`src/rtl/jtsdram_multichk.sv`:
```
// -----------------------------------------------------------------------------
// jtsdram_multichk
// SDRAM bank exerciser for the JTSDRAM test core. For every enabled bank it
// writes an address-derived pattern over a SPAN-word window starting at BASE,
// reads the window back and compares. Mismatches and timeouts are counted per
// bank, and the first failing location of a run is captured. Optional looping
// repeats the test, inverting the pattern on every pass.
//
// Ports
//   clk, rst_n        clock, asynchronous active-low reset
//   start             one-cycle pulse, begins a run from IDLE
//   stop              level, ends the run after the current access completes
//   loop              sampled at pass end, 1 = run another pass
//   ba_addr           per-bank word address, bank b at [b*AW +: AW]
//   ba_rd / ba_wr     per-bank read / write request
//   ba_din            write data shared by all banks
//   ba_din_m          byte write mask, never masks
//   ba_ack / ba_rdy   per-bank request accepted / access complete
//   data_read         read data, bits [DW-1:0] compared
//   refresh_en        high while no access is in flight
//   busy / done       run in progress / run ended (cleared by start)
//   pass_cnt          completed passes, wraps
//   err_cnt           per-bank error count (8 bits each), saturating
//   tout_flag         per-bank sticky timeout flag
//   first_err_bank    bank of the first error of the run
//   first_err_addr    address of the first error of the run
//   err_any           at least one error in the run
// -----------------------------------------------------------------------------
module jtsdram_multichk #(
  parameter int BANKS = 4,
  parameter int AW    = 22,
  parameter int DW    = 16,
  parameter int SPAN  = 1024,
  parameter int BASE  = 0,
  parameter int TOUT  = 255
) (
  input  logic                  clk,
  input  logic                  rst_n,
  input  logic                  start,
  input  logic                  stop,
  input  logic                  loop,
  output logic [BANKS*AW-1:0]   ba_addr,
  output logic [BANKS-1:0]      ba_rd,
  output logic [BANKS-1:0]      ba_wr,
  output logic [DW-1:0]         ba_din,
  output logic [DW/8-1:0]       ba_din_m,
  input  logic [BANKS-1:0]      ba_ack,
  input  logic [BANKS-1:0]      ba_rdy,
  input  logic [31:0]           data_read,
  output logic                  refresh_en,
  output logic                  busy,
  output logic                  done,
  output logic [15:0]           pass_cnt,
  output logic [BANKS*8-1:0]    err_cnt,
  output logic [BANKS-1:0]      tout_flag,
  output logic [1:0]            first_err_bank,
  output logic [AW-1:0]         first_err_addr,
  output logic                  err_any
);

  localparam int IW = (SPAN > 1) ? $clog2(SPAN) : 1;
  localparam int TW = $clog2(TOUT + 1) + 1;
  localparam int XW = (AW > DW) ? AW : DW;
  localparam logic [AW-1:0] BASE_A = AW'(BASE);

  typedef enum logic [2:0] {
    ST_IDLE    = 3'd0,
    ST_WR_REQ  = 3'd1,
    ST_WR_WAIT = 3'd2,
    ST_RD_REQ  = 3'd3,
    ST_RD_WAIT = 3'd4,
    ST_NEXT    = 3'd5,
    ST_DONE    = 3'd6
  } state_t;

  // Test pattern: address zero-extended to DW bits, inverted on odd passes.
  function automatic logic [DW-1:0] pattern(input logic [AW-1:0] a, input logic inv);
    logic [XW-1:0] ax;
    ax = XW'(a);
    return ax[DW-1:0] ^ {DW{inv}};
  endfunction

  state_t                 state_q, state_d;
  logic [1:0]             bank_q, bank_d;
  logic [IW-1:0]          idx_q, idx_d;
  logic                   p_q, p_d;
  logic [TW-1:0]          tmr_q, tmr_d;
  logic                   stop_pend_q, stop_pend_d;
  logic [BANKS*AW-1:0]    ba_addr_q, ba_addr_d;
  logic [BANKS-1:0]       ba_rd_q, ba_rd_d;
  logic [BANKS-1:0]       ba_wr_q, ba_wr_d;
  logic [DW-1:0]          ba_din_q, ba_din_d;
  logic                   refresh_en_q, refresh_en_d;
  logic                   busy_q, busy_d;
  logic                   done_q, done_d;
  logic [15:0]            pass_cnt_q, pass_cnt_d;
  logic [BANKS*8-1:0]     err_cnt_q, err_cnt_d;
  logic [BANKS-1:0]       tout_flag_q, tout_flag_d;
  logic [1:0]             first_err_bank_q, first_err_bank_d;
  logic [AW-1:0]          first_err_addr_q, first_err_addr_d;
  logic                   err_any_q, err_any_d;

  logic [BANKS-1:0]       sel_s;
  logic                   rdy_s;
  logic                   ack_s;
  logic                   tmo_s;
  logic                   req_s;
  logic                   stop_s;
  logic                   fin_s;
  logic                   is_rd_s;
  logic                   bad_s;
  logic [AW-1:0]          addr_s;
  logic [DW-1:0]          pat_s;
  logic                   unused_data_s;

  // Only DW bits of the read bus take part in the compare.
  assign unused_data_s = ^data_read;

  // Next-state and next-output computation for the whole exerciser.
  always_comb begin
    state_d          = state_q;
    bank_d           = bank_q;
    idx_d            = idx_q;
    p_d              = p_q;
    tmr_d            = tmr_q;
    ba_addr_d        = ba_addr_q;
    ba_rd_d          = ba_rd_q;
    ba_wr_d          = ba_wr_q;
    ba_din_d         = ba_din_q;
    refresh_en_d     = refresh_en_q;
    busy_d           = busy_q;
    done_d           = done_q;
    pass_cnt_d       = pass_cnt_q;
    err_cnt_d        = err_cnt_q;
    tout_flag_d      = tout_flag_q;
    first_err_bank_d = first_err_bank_q;
    first_err_addr_d = first_err_addr_q;
    err_any_d        = err_any_q;
    // stop is remembered so a short pulse (or one coinciding with start)
    // still ends the run at the next access completion.
    stop_pend_d      = busy_q ? (stop_pend_q | stop) : 1'b0;
    fin_s            = 1'b0;
    bad_s            = 1'b0;

    for (int b = 0; b < BANKS; b++) begin
      sel_s[b] = (bank_q == 2'(b));
    end
    rdy_s   = |(ba_rdy & sel_s);
    ack_s   = |(ba_ack & sel_s);
    tmo_s   = (tmr_q == TW'(TOUT - 1));
    req_s   = |{ba_wr_q, ba_rd_q};
    stop_s  = stop | stop_pend_q;
    is_rd_s = (state_q == ST_RD_REQ) || (state_q == ST_RD_WAIT);
    addr_s  = BASE_A + AW'(idx_q);
    pat_s   = pattern(addr_s, p_q);

    case (state_q)
      ST_IDLE: begin
        if (start) begin
          busy_d           = 1'b1;
          done_d           = 1'b0;
          err_cnt_d        = '0;
          tout_flag_d      = '0;
          err_any_d        = 1'b0;
          first_err_bank_d = 2'd0;
          first_err_addr_d = '0;
          pass_cnt_d       = 16'd0;
          bank_d           = 2'd0;
          idx_d            = '0;
          p_d              = 1'b0;
          stop_pend_d      = stop;
          state_d          = ST_WR_REQ;
        end else begin
          state_d = ST_IDLE;
        end
      end

      ST_WR_REQ, ST_RD_REQ: begin
        if (!req_s) begin
          // First cycle in the state: raise the request for the next cycle.
          tmr_d        = '0;
          refresh_en_d = 1'b0;
          for (int b = 0; b < BANKS; b++) begin
            if (sel_s[b]) begin
              ba_addr_d[b*AW +: AW] = addr_s;
            end else begin
              ba_addr_d[b*AW +: AW] = ba_addr_q[b*AW +: AW];
            end
          end
          if (state_q == ST_WR_REQ) begin
            ba_wr_d  = sel_s;
            ba_din_d = pat_s;
          end else begin
            ba_rd_d  = sel_s;
          end
        end else if (rdy_s || tmo_s) begin
          // rdy before (or together with) ack is a completed access.
          fin_s = 1'b1;
        end else if (ack_s) begin
          ba_wr_d = '0;
          ba_rd_d = '0;
          tmr_d   = tmr_q + TW'(1);
          state_d = is_rd_s ? ST_RD_WAIT : ST_WR_WAIT;
        end else begin
          tmr_d = tmr_q + TW'(1);
        end
      end

      ST_WR_WAIT, ST_RD_WAIT: begin
        if (rdy_s || tmo_s) begin
          fin_s = 1'b1;
        end else begin
          tmr_d = tmr_q + TW'(1);
        end
      end

      ST_NEXT: begin
        if (bank_q == 2'(BANKS - 1)) begin
          pass_cnt_d = pass_cnt_q + 16'd1;
          p_d        = ~p_q;
          bank_d     = 2'd0;
          state_d    = (loop && !stop_s) ? ST_WR_REQ : ST_DONE;
        end else begin
          bank_d  = bank_q + 2'd1;
          state_d = ST_WR_REQ;
        end
      end

      ST_DONE: begin
        done_d      = 1'b1;
        busy_d      = 1'b0;
        stop_pend_d = 1'b0;
        state_d     = ST_IDLE;
      end

      default: begin
        state_d = ST_IDLE;
      end
    endcase

    // Access completion: shared by both request and wait states.
    if (fin_s) begin
      ba_wr_d      = '0;
      ba_rd_d      = '0;
      refresh_en_d = 1'b1;
      // A timeout is an error; a completed write never is.
      bad_s        = rdy_s ? (is_rd_s && (data_read[DW-1:0] != pat_s)) : 1'b1;
      if (bad_s) begin
        for (int b = 0; b < BANKS; b++) begin
          if (sel_s[b] && (err_cnt_q[b*8 +: 8] != 8'hFF)) begin
            err_cnt_d[b*8 +: 8] = err_cnt_q[b*8 +: 8] + 8'd1;
          end else begin
            err_cnt_d[b*8 +: 8] = err_cnt_q[b*8 +: 8];
          end
        end
        if (!rdy_s) begin
          tout_flag_d = tout_flag_q | sel_s;
        end else begin
          tout_flag_d = tout_flag_q;
        end
        if (!err_any_q) begin
          err_any_d        = 1'b1;
          first_err_bank_d = bank_q;
          first_err_addr_d = addr_s;
        end else begin
          err_any_d        = err_any_q;
        end
      end else begin
        err_cnt_d = err_cnt_q;
      end

      if (stop_s) begin
        state_d = ST_DONE;
      end else if (idx_q == IW'(SPAN - 1)) begin
        idx_d   = '0;
        state_d = is_rd_s ? ST_NEXT : ST_RD_REQ;
      end else begin
        idx_d   = idx_q + IW'(1);
        state_d = is_rd_s ? ST_RD_REQ : ST_WR_REQ;
      end
    end else begin
      bad_s = 1'b0;
    end
  end

  // State and output registers; reset drops any request immediately.
  always_ff @(posedge clk or negedge rst_n) begin
    if (!rst_n) begin
      state_q          <= ST_IDLE;
      bank_q           <= 2'd0;
      idx_q            <= '0;
      p_q              <= 1'b0;
      tmr_q            <= '0;
      stop_pend_q      <= 1'b0;
      ba_addr_q        <= '0;
      ba_rd_q          <= '0;
      ba_wr_q          <= '0;
      ba_din_q         <= '0;
      refresh_en_q     <= 1'b1;
      busy_q           <= 1'b0;
      done_q           <= 1'b0;
      pass_cnt_q       <= 16'd0;
      err_cnt_q        <= '0;
      tout_flag_q      <= '0;
      first_err_bank_q <= 2'd0;
      first_err_addr_q <= '0;
      err_any_q        <= 1'b0;
    end else begin
      state_q          <= state_d;
      bank_q           <= bank_d;
      idx_q            <= idx_d;
      p_q              <= p_d;
      tmr_q            <= tmr_d;
      stop_pend_q      <= stop_pend_d;
      ba_addr_q        <= ba_addr_d;
      ba_rd_q          <= ba_rd_d;
      ba_wr_q          <= ba_wr_d;
      ba_din_q         <= ba_din_d;
      refresh_en_q     <= refresh_en_d;
      busy_q           <= busy_d;
      done_q           <= done_d;
      pass_cnt_q       <= pass_cnt_d;
      err_cnt_q        <= err_cnt_d;
      tout_flag_q      <= tout_flag_d;
      first_err_bank_q <= first_err_bank_d;
      first_err_addr_q <= first_err_addr_d;
      err_any_q        <= err_any_d;
    end
  end

  assign ba_addr        = ba_addr_q;
  assign ba_rd          = ba_rd_q;
  assign ba_wr          = ba_wr_q;
  assign ba_din         = ba_din_q;
  assign ba_din_m       = '0;
  assign refresh_en     = refresh_en_q;
  assign busy           = busy_q;
  assign done           = done_q;
  assign pass_cnt       = pass_cnt_q;
  assign err_cnt        = err_cnt_q;
  assign tout_flag      = tout_flag_q;
  assign first_err_bank = first_err_bank_q;
  assign first_err_addr = first_err_addr_q;
  assign err_any        = err_any_q;

endmodule
```
`config.mk`:
```
export PLATFORM = sky130hd
export DESIGN_NAME = jtsdram_multichk
export DESIGN_NICKNAME = d
export VERILOG_FILES = /design/src/rtl/jtsdram_multichk.sv
export SDC_FILE = /design/constraint.sdc
export NUM_CORES = 1
export LEC_CHECK = 0
export ABC_AREA = 1
export CAP_MARGIN = 10
export CORE_ASPECT_RATIO = 0.9
export CORE_MARGIN = 1.5
export CORE_UTILIZATION = 44
export CTS_CLUSTER_SIZE = 24
export DETAILED_ROUTE_END_ITERATION = 12
export HOLD_SLACK_MARGIN = 0.12
export PLACE_DENSITY = 0.77
export SYNTH_ARGS = -nofsm -noshare
export SYNTH_HDL_FRONTEND = slang
export SYNTH_SLANG_ARGS = --single-unit
```
`constraint.sdc`:
```
create_clock -name clk -period 2 [get_ports clk]
set_input_delay 0.4 -clock clk [delete_from_list [all_inputs] [get_ports clk]]
set_output_delay 0.4 -clock clk [all_outputs]
set_load 0.01 [all_outputs]
```
==> results.yml <==
run_status:
  outcome: "finished, violations left"
  violations: "setup timing"
clock_tree:
  cts.sinks: 165
  clockBufferDepth: 2
  numCtsBuffers: 17
  cts_tree: "yes"
  htreeDepth: 4
  clock_tree.root_cell: "clkbuf_16"
  insertion_delay_ps: 430
  clk_pin_slew_ps: 70
power_and_ir_drop:
  power.density_nw_per_um2: 1220
  p_leak_nw: 5.51
  vdd_drop_max_v: 0.000784
yosys:
  synth_top_cell_area_share: 0.481
  yosysSeqAreaShare: 0.485
  synth_area_leaders: "dfrtp_1 (48%), nand2_1 (12%), buf_4 (5.5%)"
  synth.ff_latch_count: 165
  yosys_warnings: 0
  synth_ff_type: "dfrtp_1"
  synth_edf_count: 0
  synthArstFlopShare: 1.00
  yosys.area.top_type: "dfrtp_1"
  syn_area_per_cell_um2: 8.30
  ys_types: 43
  synthCells: 1027
  syn-cell-area_um2: 8520
timing:
  max_freq_mhz: 499
  min_period_ps: 2000
  hold_violations: 0
  finalSetupViolCount: 2
  slew_headroom: 0.642
  tightest_slew_ps: 536
  min_period_over_period: 1.00
  finClkSkew_ps: 12.8
  setup_ws_ps: -2.42
  slew_violations: 0
  grt_setup_unrepaired: "yes"
cells_and_area:
  multi_input_area_um2: 3970
  register_area_um2: 4130
  finalCoreUtilization: 0.631
  syn2layout_area_growth_pct: 41.3
  drive_above_1_share: 0.177
  nets: 1350
  n_antenna_cell: 0
  fillCellCount: 1565
detailed_routing:
  detail-route-antenna-nets: 0
  drc: 0
  drtIter0Drc: 440
  wire_per_inst_um: 15.1
  dr.pass1.iters: 5
  drt-total-wl_um: 23500
  viasPerCell: 5.04
  via_count: 7842
worst_setup_path:
  cp_top_family: "simple AND/OR/NAND/NOR gates"
  slowest_delay_ps: 470
  crit_type: "flop to flop"
  r2r_slack_ps: -2
  cp-start-kind: "flop"
  arrival_ps: 2320
  path_max_fanout: 11
  worstPathRequired_ps: 2320
  critical_path.endpoint_type: "flop"
  crit_chain: "inv_4 > ha_4 > nand2_2 > nand2_2 > nor2_4 > nand2_4 > nand3_4 > nor2_4 > nand2_4 > nand2_8 > nand2_8 > clkbuf_16 > nand3_1 > o21ai_1"
  critPathSlowestCell: "dfrtp_2"
  path_buf_inv: 2
global_route:
  antenna_found_initial: 0
  grt_overflow: 0
  grt_pass1_vias: 7395
  grt_max_degree: 44
  track_usage: 0.233
  grt_pass1_wl_um: 37100
floorplan:
  num_rows: 48
  initial_core_util: 0.446
  die_h_um: 135
  design.core.area_um2: 19100
  dieArea_um2: 20200
  io_pins: 239
  die_x_um: 150
placement:
  port_buffers: 172
  post-place-ws_ps: -332
  place_hpwl_um: 16700
  place.gp.congestion: 0.897
worst_hold_path:
  hp-class: "primary input to async pin"
run:
  maxCapViolCount: 0
[repair_timing]
item                                    in CTS  in global routing
cloned                                       0                  1
hold buffers                                 1                  0
pin swaps                                    2                 16
hold endpoints to repair                    40                  0
buffers inserted                             2                  7
resized for setup                           19                 77
endpoints found under the setup margin      73                 95
[power by group]
| group | total, W | switching (W) | internal (W) |
|---|---|---|---|
| logic | 0.00699 | 0.00388 | 0.00311 |
| registers | 0.00444 | 0.000463 | 0.00398 |
| clock network | 0.00332 | 0.00162 | 0.00170 |
| total | 0.0147 | 0.00596 | 0.00879 |
[layout make-up]
cell class | instances | area share
Sequential cell | 165 | 0.343
Multi-Input combinational cell | 744 | 0.330
Timing Repair Buffer | 284 | 0.224
Clock buffer | 17 | 0.0353
Inverter | 80 | 0.0264
Tap cell | 250 | 0.0260
Clock inverter | 15 | 0.0154
[layout by cell type (no fill, tap or decap), types with 31 or more instances in the layout]
cell type	count
buf_4	94
nand2_1	262
inv_1	66
dfrtp_1	161
conb_1	50
clkdlybuf4s50_1	171
nand3_1	62
o21ai_1	31
o21ai_0	59
nor2_1	75
[path summary, 6_finish.rpt]
check                           cells past startpoint           endpoint         from
worst max-delay path                               14  first_err_addr[0]    bank_q[0]
worst min-delay path                                2        pass_cnt[9]        rst_n
worst max register to register                     14  first_err_addr[0]    bank_q[0]
worst min register to register                      2        ba_addr[22]  ba_addr[22]
max in group asynchronous                           3         refresh_en        rst_n
min in group clk                                    2        ba_addr[22]  ba_addr[22]
[synth_stat cells (2+ instances only)]
library cell  count
a22o_1            2
ha_1             13
o21ai_1          28
inv_1            70
nor3b_1          10
dfrtp_1         164
a31oi_1          14
clkbuf_1         18
o21ai_0          67
o22ai_2           7
o21ai_2           2
nand4_1          19
buf_4            62
buf_2             4
nor2_2            3
inv_2             9
xor2_1           22
xnor2_1           7
nand3_1          68
nor2_1           83
nor4_1            2
a21oi_1          15
a21boi_0          2
nand3b_1         11
nand2_4           4
nand2_2           6
o31ai_1           5
buf_6             3
nand2_1         279
o211ai_1          3
o22ai_1           2
nor3_1           12
[logic make-up after synthesis]
family / Yosys count / share of synthesized area
buffers and inverters: 167 / 0.104
adder cells (fa/ha/maj): 13 / 0.0191
other: 1 / 0.000440
AO/OA/AOI/OAI: 150 / 0.103
XOR/XNOR: 29 / 0.0298
AND/OR/NAND/NOR: 502 / 0.259
flip-flops: 165 / 0.485
[sequential cells by signal (all words and copies together) (netlist names)]
| register | count |
|---|---|
| idx_q | 10 |
| first_err_bank | 2 |
| tmr_q | 9 |
| ba_addr | 40 |
| bank_q | 2 |
| ba_wr | 4 |
| tout_flag | 4 |
| ba_rd | 4 |
| first_err_addr | 22 |
| refresh_en | 1 |
| err_cnt | 32 |
| ba_din | 11 |
| err_any | 1 |
| pass_cnt | 16 |
| done | 1 |
| stop_pend_q | 1 |
| p_q | 1 |
| state_q | 3 |
| busy | 1 |
[routing by layer]
metal,track usage,vias up,share of wire
met5,0,-,0
met3,0.0557,28,0.071
met1,0.314,3752,0.44
li1,-,3784,-
met4,0.0719,0,0.018
met2,0.374,278,0.47
[metrics by stage]
step	setup TNS [ps]	std cells	power (W)	hold slack, ps	area, µm²
final	-2.49	1555	0.0147	461	12000
after floorplan	0	1076	0.00757	104	8710
after global routing	-5020	1555	0.0156	485	12000
after CTS	-0.627	1548	0.0141	465	11700
after detailed placement	-19770	1513	0.0106	362	11000
after global placement	-17120	1513	0.0104	358	11000
Note: power is estimated with default switching activity, not from simulation.
